<file path="src/rtl/sha3_pkg.sv">
// rtl/sha3_pkg.sv - shared SHA3 types, digest-size constants and lane-count helper
package sha3_pkg;

    typedef logic [63:0] lane_t;

    typedef enum logic {
        IDLE,
        EMIT
    } squeeze_state_t;

    localparam int DIGEST_224 = 224;
    localparam int DIGEST_256 = 256;
    localparam int DIGEST_384 = 384;
    localparam int DIGEST_512 = 512;

    function automatic int lanes_for(int bits);
        return (bits + 63) / 64;
    endfunction

endpackage

</file>
<file path="src/rtl/sha3_squeeze_if.sv">
// rtl/sha3_squeeze_if.sv - digest word stream between squeeze stage and host consumer
interface sha3_squeeze_if;
    logic [63:0] odata;
    logic        ovalid;
    logic        olast;
    logic        oready;

    modport master (output odata, output ovalid, output olast, input oready);
    modport slave  (input odata, input ovalid, input olast, output oready);
endinterface

</file>
<file path="src/rtl/sha3_byteswap64.sv">
// rtl/sha3_byteswap64.sv - combinational 64-bit byte reverser, exists only with SHA3_SQUEEZE_BYTESWAP_EN
`ifdef SHA3_SQUEEZE_BYTESWAP_EN
module sha3_byteswap64 (
    input  logic [63:0] din,
    output logic [63:0] dout
);
    for (genvar k = 0; k < 8; k++) begin : g_byte
        assign dout[8*(7-k) +: 8] = din[8*k +: 8];
    end
endmodule
`endif

</file>
<file path="src/rtl/sha3_squeeze.sv">
// rtl/sha3_squeeze.sv - captures final SHA3 state and streams the digest as 64-bit words
// Optional big-endian word output with SHA3_SQUEEZE_BYTESWAP_EN.
module sha3_squeeze
    import sha3_pkg::*;
#(
    parameter int DIGEST_BITS = 256
) (
    input  logic           clk,
    input  logic           rst,
    input  lane_t [4:0]    isa,
    input  lane_t [4:0]    isb,
    input  lane_t [4:0]    isc,
    input  lane_t [4:0]    isd,
    input  lane_t [4:0]    ise,
    input  logic           good,
    sha3_squeeze_if.master dout,
    output logic           idle,
    output logic           overrun
);
    localparam int         LANES = lanes_for(DIGEST_BITS);
    localparam logic [2:0] LAST  = 3'(LANES - 1);

    if (!(DIGEST_BITS == DIGEST_224 || DIGEST_BITS == DIGEST_256 ||
          DIGEST_BITS == DIGEST_384 || DIGEST_BITS == DIGEST_512)) begin : g_bad_bits
        $error("sha3_squeeze: illegal DIGEST_BITS %0d", DIGEST_BITS);
    end

    // Lane i = x + 5y lands at index i because isa is the least significant part.
    lane_t [24:0] lanes_all;
    logic         unused_lanes;
    assign lanes_all    = {ise, isd, isc, isb, isa};
    assign unused_lanes = ^lanes_all;

    squeeze_state_t state_q, state_d;
    logic [2:0]     idx_q, idx_d;
    logic           overrun_q, overrun_d;
    logic           capture;
    logic           fire;
    lane_t          lane_buf [8];

    always_comb begin
        state_d   = state_q;
        idx_d     = idx_q;
        overrun_d = overrun_q;
        capture   = 1'b0;
        fire      = (state_q == EMIT) && dout.oready;
        case (state_q)
            IDLE: begin
                if (good) begin
                    capture = 1'b1;
                    idx_d   = 3'd0;
                    state_d = EMIT;
                end
            end
            EMIT: begin
                if (fire && idx_q == LAST) begin
                    idx_d = 3'd0;
                    if (good) capture = 1'b1;
                    else      state_d = IDLE;
                end else begin
                    if (fire) idx_d = idx_q + 3'd1;
                    if (good) overrun_d = 1'b1;
                end
            end
            default: state_d = IDLE;
        endcase
    end

    always_ff @(posedge clk) begin
        if (rst) begin
            state_q   <= IDLE;
            idx_q     <= 3'd0;
            overrun_q <= 1'b0;
            for (int i = 0; i < 8; i++) lane_buf[i] <= '0;
        end else begin
            state_q   <= state_d;
            idx_q     <= idx_d;
            overrun_q <= overrun_d;
            if (capture) begin
                for (int i = 0; i < 8; i++) lane_buf[i] <= (i < LANES) ? lanes_all[i] : '0;
            end
        end
    end

    // The 224-bit digest only fills the low half of its last lane.
    lane_t word_raw, word_out;
    always_comb begin
        word_raw = lane_buf[idx_q];
        if (DIGEST_BITS == DIGEST_224 && idx_q == LAST) word_raw[63:32] = '0;
    end

`ifdef SHA3_SQUEEZE_BYTESWAP_EN
    sha3_byteswap64 u_byteswap (
        .din  (word_raw),
        .dout (word_out)
    );
`else
    assign word_out = word_raw;
`endif

    assign dout.ovalid = (state_q == EMIT);
    assign dout.olast  = (state_q == EMIT) && (idx_q == LAST);
    assign dout.odata  = (state_q == EMIT) ? word_out : '0;
    assign idle        = (state_q == IDLE);
    assign overrun     = overrun_q;

endmodule

</file>
<file path="src/flat_wrapper.sv">
// flat-port wrapper written by rule: the top's interface ports become plain ports
module sha3_squeeze_flat import sha3_pkg::*;
#(
    parameter int DIGEST_BITS = 256
)
  (clk, rst, isa, isb, isc, isd, ise, good, idle, overrun, dout_odata, dout_ovalid, dout_olast, dout_oready);
  sha3_squeeze_if dout_i ();
  input  logic clk;
  input  logic rst;
  input  lane_t [4:0] isa;
  input  lane_t [4:0] isb;
  input  lane_t [4:0] isc;
  input  lane_t [4:0] isd;
  input  lane_t [4:0] ise;
  input  logic good;
  output logic idle;
  output logic overrun;
  output wire logic [$bits(dout_i.odata)-1:0] dout_odata;
  output wire logic [$bits(dout_i.ovalid)-1:0] dout_ovalid;
  output wire logic [$bits(dout_i.olast)-1:0] dout_olast;
  input wire logic [$bits(dout_i.oready)-1:0] dout_oready;
  assign dout_odata = dout_i.odata;
  assign dout_ovalid = dout_i.ovalid;
  assign dout_olast = dout_i.olast;
  assign dout_i.oready = dout_oready;
  sha3_squeeze #(.DIGEST_BITS(DIGEST_BITS)) u_core (.clk(clk), .rst(rst), .isa(isa), .isb(isb), .isc(isc), .isd(isd), .ise(ise), .good(good), .dout(dout_i), .idle(idle), .overrun(overrun));
endmodule
</file>
<file path="config.mk">
export PLATFORM = sky130hd
export DESIGN_NAME = sha3_squeeze_flat
export DESIGN_NICKNAME = d
export VERILOG_FILES = /design/src/rtl/sha3_pkg.sv /design/src/rtl/sha3_squeeze_if.sv /design/src/rtl/sha3_byteswap64.sv /design/src/rtl/sha3_squeeze.sv /design/src/flat_wrapper.sv
export SDC_FILE = /design/constraint.sdc
export NUM_CORES = 1
export LEC_CHECK = 0
export CAP_MARGIN = 25
export CORE_AREA = 2 2 653 655
export CTS_BUF_LIST = sky130_fd_sc_hd__clkbuf_8
export DETAILED_ROUTE_END_ITERATION = 8
export DIE_AREA = 0 0 655 657
export GPL_TIMING_DRIVEN = 0
export PLACE_DENSITY = 0.3
export REMOVE_ABC_BUFFERS = 1
export SYNTH_ARGS = -nofsm -noshare
export SYNTH_HDL_FRONTEND = slang
export SYNTH_HIERARCHICAL = 1
export SYNTH_SLANG_ARGS = --single-unit
</file>
<file path="constraint.sdc">
create_clock -name clk -period 19.5 [get_ports clk]
set_input_delay 4.875 -clock clk [delete_from_list [all_inputs] [get_ports clk]]
set_output_delay 4.875 -clock clk [all_outputs]
set_load 0.1 [all_outputs]
</file>
==> results.cfg <==
[logic_synthesis]
synth_commonest_cells = 256 x and3_1, 256 x edfxtp_1, 128 x mux2i_1
netlist_instances = 821
netlist.area_leader.share_pct = 63.7
ys_async_sr_fraction_pct = 0
yosysTopAreaCell = edfxtp_1
synth_edf_count = 256
ys_ff_latch = 264
ys_warn_count = 6
synth.yosys.seq_area_share_pct = 65.0
synthTopCellsByArea = edfxtp_1 64%, and3_1 13%, mux2i_1 11%
synth.cell_area_sq_um = 12100
synthFlopType = edfxtp_1
avgSynthCellArea_sq_um = 14.7
synth.distinct_cells = 27

[cells_and_area]
fillCellCount = 49733
drive_gt1_share_pct = 14.6
fin_cells = 6859
nNetsFinal = 2761
post-route-util_pct = 5.64
syn_to_final_growth_pct = 97.7

[floorplan]
fp.dieW_microns = 655
fp-row-count = 239
die_area_sq_um = 430000
start_util_pct = 2.85
core-area_sq_um = 423000
ioPinCount = 1672
die_h_microns = 657

[worst_setup_path]
cp-end-kind = primary output
cp.arrival_ps = 4360
cp-start-kind = flop
required_ps = 14620
cp_max_fo = 10
critPathKind = flop to primary output

[grt]
grt_pass1_wl_microns = 73000
grt_remaining_overflow = 0
grt_max_degree = 130
grt_pass1_vias = 8946
antenna_found_initial = 8
track_usage_pct = 2.50

[clock_network]
clk_latency_ps = 790
cts.sink_count = 264
clk_pin_slew_ps = 60
cts.path.max_buffers = 3
cts_resized = 0
cts_tree = yes
htreeDepth = 2
hold_buffers = 0
post_cts_buffers = 0
cts_root_buffer = clkbuf_8
cts_buffers = 56

[sta]
fin_hold_ws_ps = 491
relSlewSlack_pct = 26.6
worst_slew_pin_slew_ps = 1100
clock.fmax_mhz = 108
slew_viol_final = 0
fin_crit_ps = 9240
worst_slack_ps = 10260
rsz0062_at_grt = no
period_share_pct = 47.4
setup_viol = 0
skew_ps = 51.5
hold_violations = 0

[placed_design]
place_ws_ps = 10790
gp_congestion = 0.636
port_buffers = 327
place_inst = 6761
hpwl_microns = 40400

[detailed_routing]
viasPerCell = 1.20
vias = 8206
wl_per_cell_microns = 7.99
wirelength_microns = 54800
drc = 0
first_pass_iters = 4
drt_iter0_markers = 298
antenna_left = 0

[hold_path]
hp-class = flop to flop

[pwr]
p_leak_nw = 6.90
ir_drop_mv = 0.0474
powerDensity_nw_per_um2 = 62.2

[flow_run]
max_cap_viol_count = 0

[outcome]
status = completed
[worst max-delay path: stages, from the launching register on]
cell             delay [ps]
dfxtp_1                 620
nand3b_1                570
buf_16                  350
buf_8                   150
buf_8                   160
buf_16                  160
buf_8                   150
o22ai_2                 180
clkdlybuf4s50_1        1180
[placed cells by master, fill, tap and decap left out, drive strengths merged]
cell	count
ha	1
a31oi	2
nand2	2
nor2	2
and2b	1
a21oi	3
dfxtp	8
or3b	1
clkbuf	59
and2	1
diode	4
clkdlybuf4s50	325
or3	2
buf	37
edfxtp	256
inv	27
o22ai	64
mux2i	128
bufinv	1
nor2b	1
and3	256
nand2b	1
a21o	1
clkinv	8
nand3b	3
nand3	2
[per-layer routing]
| metal | vias up | wire [microns] | GRT usage, % | share of wire, % |
|---|---|---|---|---|
| met5 | - | 42 | 0 | 0.077 |
| met4 | 6 | 1520 | 0.926 | 2.8 |
| met3 | 77 | 2550 | 0.732 | 4.7 |
| met2 | 177 | 29200 | 4.60 | 53 |
| met1 | 4053 | 21500 | 2.67 | 39 |
| li1 | 3893 | - | - | - |
[where the power goes]
part | switching (W) | internal, W | total (W)
logic | 0.000143 | 0.0000981 | 0.000241
registers | 0.0000109 | 0.000668 | 0.000679
clock network | 0.000276 | 0.000288 | 0.000564
[cells by family after synthesis]
kind of cell,count (synthesis),synth area share [%]
buffers and inverters,86,3.42
and+or+nand+nor,272,14.1
AOI/OAI and AO/OA,70,6.72
muxes,128,10.6
adders and majority gates,1,0.104
DFF,264,65.0
[layout make-up]
class,count,area (sq um),area share (%)
Sequential cell,264,7850,32.9
Tap cell,5663,7090,29.7
Timing Repair Buffer,362,4040,16.9
Multi-Input combinational cell,471,3860,16.2
Clock buffer,59,812,3.40
Clock inverter,35,183,0.766
Antenna cell,4,10.0,0.0420
Inverter,1,3.75,0.0157
[flip-flops by register name, indices dropped and copies added (netlist names), named ones only]
signal	cells
u_core/idx_q	3
u_core/dout.ovalid	1
u_core/overrun	1
u_core/lane_buf	256
[metrics by stage]
stage	cell area [sq um]	total power [W]	setup TNS, ps
global placement	22000	0.000944	-24330
global route	23800	0.00157	0
detailed placement	22800	0.000941	0
CTS	23800	0.00155	0
floorplan	11700	0.000814	0
finish	23900	0.00148	0
[path summary, 6_finish.rpt]
check / from / endpoint / slack [ps] / cells after the start
min: u_core/idx_q[1]$_SDFFE_PP0P_ / flop / 490 / 2
max: u_core/dout.ovalid$_SDFF_PP0_ / dout_odata[56] / 10260 / 8
max reg2reg: u_core/idx_q[0]$_SDFFE_PP0P_ / u_core/lane_buf[1][26]$_SDFFCE_PN0P_ / 16430 / 8
min reg2reg: u_core/idx_q[1]$_SDFFE_PP0P_ / flop / 490 / 2
No activity file was read; power rests on OpenSTA's default activity.
